===== config.mk =====
export PLATFORM = sky130hd
export DESIGN_NAME = rf_wb_ctrl
export DESIGN_NICKNAME = d
export VERILOG_FILES = /design/src/rtl/rf_ctrl_pkg.sv /design/src/rtl/rr_arb2.sv /design/src/rtl/rf_wb_ctrl.sv
export SDC_FILE = /design/constraint.sdc
export NUM_CORES = 1
export LEC_CHECK = 0
export ABC_CLOCK_PERIOD_IN_PS = 3700
export CORE_MARGIN = 5
export CORE_UTILIZATION = 44
export CTS_CLUSTER_SIZE = 16
export DETAILED_ROUTE_END_ITERATION = 6
export PLACE_DENSITY = 0.8
export REMOVE_ABC_BUFFERS = 1
export SYNTH_ARGS = -nofsm -noshare
export SYNTH_HDL_FRONTEND = slang
export SYNTH_HIERARCHICAL = 1
export SYNTH_SLANG_ARGS = --single-unit

===== constraint.sdc =====
create_clock -name clk -period 3.7 [get_ports clk]
set_clock_uncertainty 0.2 [all_clocks]
set_input_delay 0.74 -clock clk [delete_from_list [all_inputs] [get_ports clk]]
set_output_delay 0.74 -clock clk [all_outputs]
set_load 0.05 [all_outputs]

===== src/rtl/rf_ctrl_pkg.sv =====
// Shared constants and requester encoding for the register-file write-port controller.
package rf_ctrl_pkg;

   localparam int unsigned REGNUM  = 32;
   localparam int unsigned WIDTH   = 32;
   localparam int unsigned KEY_LEN = 5;

   typedef enum logic {
      REQ_ALU = 1'b0,
      REQ_LSU = 1'b1
   } req_t;

endpackage


===== src/rtl/rr_arb2.sv =====
// Two-input round-robin arbiter; prio names the requester that wins a tie.
module rr_arb2
   import rf_ctrl_pkg::*;
(
   input  logic       clk,
   input  logic       rst,
   input  logic [1:0] req,
   output logic [1:0] gnt
);

   req_t prio;

   // bit 0 is the ALU, bit 1 the LSU; no grants while in reset
   always_comb begin
      gnt = 2'b00;
      if (!rst) begin
         if (req[0] && (!req[1] || prio == REQ_ALU)) begin
            gnt[0] = 1'b1;
         end else if (req[1]) begin
            gnt[1] = 1'b1;
         end
      end
   end

   always_ff @(posedge clk) begin
      if (rst) begin
         prio <= REQ_ALU;
      end else if (gnt[0]) begin
         prio <= REQ_LSU;
      end else if (gnt[1]) begin
         prio <= REQ_ALU;
      end
   end

endmodule


===== src/rtl/rf_wb_ctrl.sv =====
// Register-file write-port controller: arbitrates ALU/LSU writebacks and
// tracks reserved destinations to stall decode on RAW/WAW hazards.
module rf_wb_ctrl
   import rf_ctrl_pkg::*;
(
   input  logic               clk,
   input  logic               rst,
   input  logic               alu_valid,
   input  logic [KEY_LEN-1:0] alu_rd,
   input  logic [WIDTH-1:0]   alu_data,
   output logic               alu_ready,
   input  logic               lsu_valid,
   input  logic [KEY_LEN-1:0] lsu_rd,
   input  logic [WIDTH-1:0]   lsu_data,
   output logic               lsu_ready,
   input  logic               rsv_valid,
   input  logic [KEY_LEN-1:0] rsv_rd,
   input  logic [KEY_LEN-1:0] readreg1,
   input  logic [KEY_LEN-1:0] readreg2,
   output logic               stall,
   output logic [KEY_LEN-1:0] writereg,
   output logic [WIDTH-1:0]   data,
   output logic               writeEn,
   output logic [REGNUM-1:0]  busy
);

   logic [1:0]         gnt;
   logic [KEY_LEN-1:0] wr_rd;
   logic [WIDTH-1:0]   wr_data;
   logic               rsv_take;
   logic [REGNUM-1:0]  busy_nxt;

   rr_arb2 u_arb (
      .clk (clk),
      .rst (rst),
      .req ({lsu_valid, alu_valid}),
      .gnt (gnt)
   );

   assign alu_ready = gnt[0];
   assign lsu_ready = gnt[1];

   assign wr_rd   = gnt[1] ? lsu_rd   : alu_rd;
   assign wr_data = gnt[1] ? lsu_data : alu_data;

   assign stall    = ~rst & (busy[readreg1] | busy[readreg2] | (rsv_valid & busy[rsv_rd]));
   assign rsv_take = rsv_valid & ~stall & (rsv_rd != KEY_LEN'(0));

   // clear on the edge the register file captures the write; a reservation overrides it
   always_comb begin
      busy_nxt = busy;
      if (writeEn) begin
         busy_nxt[writereg] = 1'b0;
      end
      if (rsv_take) begin
         busy_nxt[rsv_rd] = 1'b1;
      end
      busy_nxt[0] = 1'b0;
   end

   always_ff @(posedge clk) begin
      if (rst) begin
         writereg <= '0;
         data     <= '0;
         writeEn  <= 1'b0;
         busy     <= '0;
      end else begin
         busy <= busy_nxt;
         if (|gnt) begin
            writereg <= wr_rd;
            data     <= wr_data;
            writeEn  <= (wr_rd != KEY_LEN'(0));
         end else begin
            writeEn  <= 1'b0;
         end
      end
   end

endmodule


==> results.sh <==
export IMPL_yosys_top_cells_area="dfxtp_1 (33%), mux2i_1 (15%), nor2_1 (7.1%), a21oi_1 (5.2%), mux4_2 (4.8%)"
export IMPL_final_max_slew_viol_count=0
export IMPL_tritoncts_num_sinks=70
export IMPL_tightestPinTransition_ns=0.692
export IMPL_max_vdd_ir_drop_mv=0.227
export IMPL_run_status="finished clean"
export IMPL_grt_max_degree=77
export IMPL_grt_pass1_wl_um=23300
export IMPL_top_cell_type_s_share_of_synthesized_area_pct=32.9
export IMPL_worstPathArrival_ns=2.66
export IMPL_drt_pre_antenna_iters=7
export IMPL_cp_data_required_time_ns=2.76
export IMPL_internal_power_mw=1.33
export IMPL_insertion_delay_ns=0.35
export IMPL_total_of_warnings_raised_by_yosys=6
export IMPL_cts_tree="done"
export IMPL_largest_fanout_of_any_net_on_the_critical_path=16
export IMPL_combinationalPowerShare_pct=28.6
export IMPL_detailed_route_iter0_violations=262
export IMPL_synth_largest_area_cell="dfxtp_1"
export IMPL_path_class="input pin to output port"
export IMPL_finalSetupViolations=0
export IMPL_syn_mean_instance_area_um2=8.29
export IMPL_max_freq_mhz=278
export IMPL_worst_hold_path_type="register to register"
export IMPL_power_static_leakage_nw=2.33
export IMPL_nNetsFinal=760
export IMPL_worst_path_largest_cell_delay_ns=0.51
export IMPL_power_density_nw_per_um2=310
export IMPL_rel_slew_slack_pct=53.9
export IMPL_dieArea_um2=11700
export IMPL_clk_pin_slew_worst_paths_ns=0.06
export IMPL_core_area_um2=9330
export IMPL_core_rowCount=35
export IMPL_timing_critical_path_from_type="input pin"
export IMPL_utilization_pct=67.6
export IMPL_drcViolationCount=0
export IMPL_ios=167
export IMPL_cts_root_buf="clkbuf_8"
export IMPL_total_of_max_cap_violations=0
export IMPL_fin_cells=798
export IMPL_aggregate_global_route_resource_usage_pct=25.3
export IMPL_netlist_instances=513
export IMPL_synth_async_sr_flop_share_pct=0
export IMPL_number_of_enable_type_register_cells_in_the_synthesized_netlist=0
export IMPL_finalWeightedCongestion=0.969
export IMPL_route_detailed_wl_per_inst_um=19.2
export IMPL_detail_route_wirelength_um=15300
export IMPL_power_net_switching_mw=0.622
export IMPL_via_count=4603
export IMPL_cts_hold_repair_buffers=0
export IMPL_critical_path_slowest_cell="clkdlybuf4s50_1"
export IMPL_type_of_destination_of_the_critical_path="output port"
export IMPL_grt_antenna_before_repair=0
export IMPL_overflow=0
export IMPL_seq_power_share_pct=41.7
export IMPL_buffer_ports_inserted=165
export IMPL_netlist_top_cells_count="nor2_1 (81), dfxtp_1 (70), mux2i_1 (62)"
export IMPL_layout_drive_gt1_share_pct=9.57
export IMPL_cpMostUsedCell="buf_12"
export IMPL_total_number_of_h_tree_levels=3
export IMPL_switching_share_pct=31.8
export IMPL_vias_per_cell=5.77
export IMPL_inserted_clock_buffers=9
export IMPL_post_dp_hpwl_um=11600
export IMPL_period_needed_ns=3.60
export IMPL_final_antenna_net_count=0
export IMPL_syn_to_final_growth_pct=48.2
export IMPL_grt_setup_unrepaired="false"
export IMPL_dpl_cell_count=782
export IMPL_starting_density_of_the_core_pct=45.6
export IMPL_synth_top_flop_cell="dfxtp_1"
export IMPL_grt_pass1_vias=4514
export IMPL_antennaDiodeCount=0
export IMPL_synthMostInstantiatedCell="nor2_1"
export IMPL_die_width_um=108
export IMPL_synth_distinct_cells=43
export IMPL_largest_buffer_count_on_any_clock_path=2
export IMPL_post_route_period_util_pct=97.2
export IMPL_hold_viol=0
export IMPL_yosys_register_bits=70
export IMPL_synthesis_area_um2=4250
export IMPL_synth_sequential_area_ratio_pct=32.9
export IMPL_critical_path_cell_chain="clkdlybuf4s50_1 -> buf_12 -> mux2i_1 -> a311oi_1 -> o211ai_1 -> nand4_1 -> nor3_1 -> a21oi_2 -> buf_12"
export IMPL_die_extent_in_y_um=108
export IMPL_power_clock_fraction_pct=29.7
## path summary, 6_finish.rpt
path	cells after the start	slack, ns	startpoint	endpoint
setup / recovery	9	0.10	readreg1[2]	stall
hold / removal	2	0.36	busy[5]	busy[5]
setup reg to reg	7	1.03	busy[14]	busy[26]
hold reg to reg	2	0.36	busy[5]	busy[5]
## per-stage QoR
stage / TNS, ns / setup slack [ns] / power (mW) / hold slack [ns] / cell area (µm²)
final: 0 / 0.104 / 1.95 / 0.363 / 6310
after global routing: 0 / 0.00297 / 2.04 / 0.390 / 6310
after detailed placement: -0.202 / -0.202 / 1.38 / 0.350 / 6100
after CTS: 0 / 0.0607 / 1.96 / 0.358 / 6290
after floorplan: -131.10 / -3.27 / 1.12 / 0.383 / 4050
after global placement: -0.0151 / -0.0151 / 1.37 / 0.349 / 6100
## final cells by class
cell class                 instances  area, µm²
fill                             774       3020
inverter                           5       18.8
sequential                        70       1400
multi-input combinational        392       2660
timing repair buffer             188       1890
clock inverter                     5       52.6
clock buffer                       9        124
tap                              129        161
## flip-flops by register name (all words and copies together), names as in the netlist
signal,count
busy,31
data,32
writereg,5
u_arb/prio,1
writeEn,1
## logic make-up after synthesis
logic type             share of synthesized area, %
muxes                                          19.9
DFF                                            32.9
buffers and inverters                          5.18
other                                        0.0882
and+or+nand+nor                                24.2
AOI/OAI and AO/OA                              17.7
## cells in the final DEF (no fill, tap or decap), types with 6 or more instances in the layout
master and count:
a21oi_1 43, buf_12 6, buf_4 20, clkbuf_8 9, clkdlybuf4s50_1 156, dfxtp_1 70, mux2i_1 62, mux4_2 9
nand2_1 26, nand3_1 20, nand3b_1 21, nor2_1 81, nor2b_1 25, nor3_1 7, nor3b_1 7, o21ai_0 16
o31ai_1 11, o41ai_1 17
## what timing repair did
item,CTS,global route
setup buffers,0,2
setup endpoints to repair,1,1
pin swaps,1,1
gates resized for setup,6,2
## power by group through the flow
| stage | Sequential (mW) | Combinational [mW] | Clock (mW) |
|---|---|---|---|
| 2_1_floorplan | 0.931 | 0.187 | 0 |
| 3_3_place_gp | 0.829 | 0.544 | 0 |
| 3_5_place_dp | 0.831 | 0.553 | 0 |
| 4_1_cts | 0.814 | 0.556 | 0.594 |
| 5_1_grt | 0.818 | 0.594 | 0.633 |
| 6_report | 0.815 | 0.558 | 0.581 |
## routing by layer
| metal | up-vias | global-route usage, % | share of wire (%) |
|---|---|---|---|
| met4 | 0 | 8.75 | 2.2 |
| met3 | 38 | 10.9 | 12 |
| met1 | 2119 | 29.0 | 37 |
| met2 | 286 | 42.4 | 49 |
| li1 | 2160 | - | - |
| met5 | - | 0 | 0 |
## worst max-delay path: cells and delay by family
family / cells / cell delay, ns
AO/OA/AOI/OAI: 3 / 0.36
buffers and inverters: 3 / 0.86
multiplexers: 1 / 0.31
AND/OR/NAND/NOR: 2 / 0.39
No activity file was read; power rests on OpenSTA's default activity.
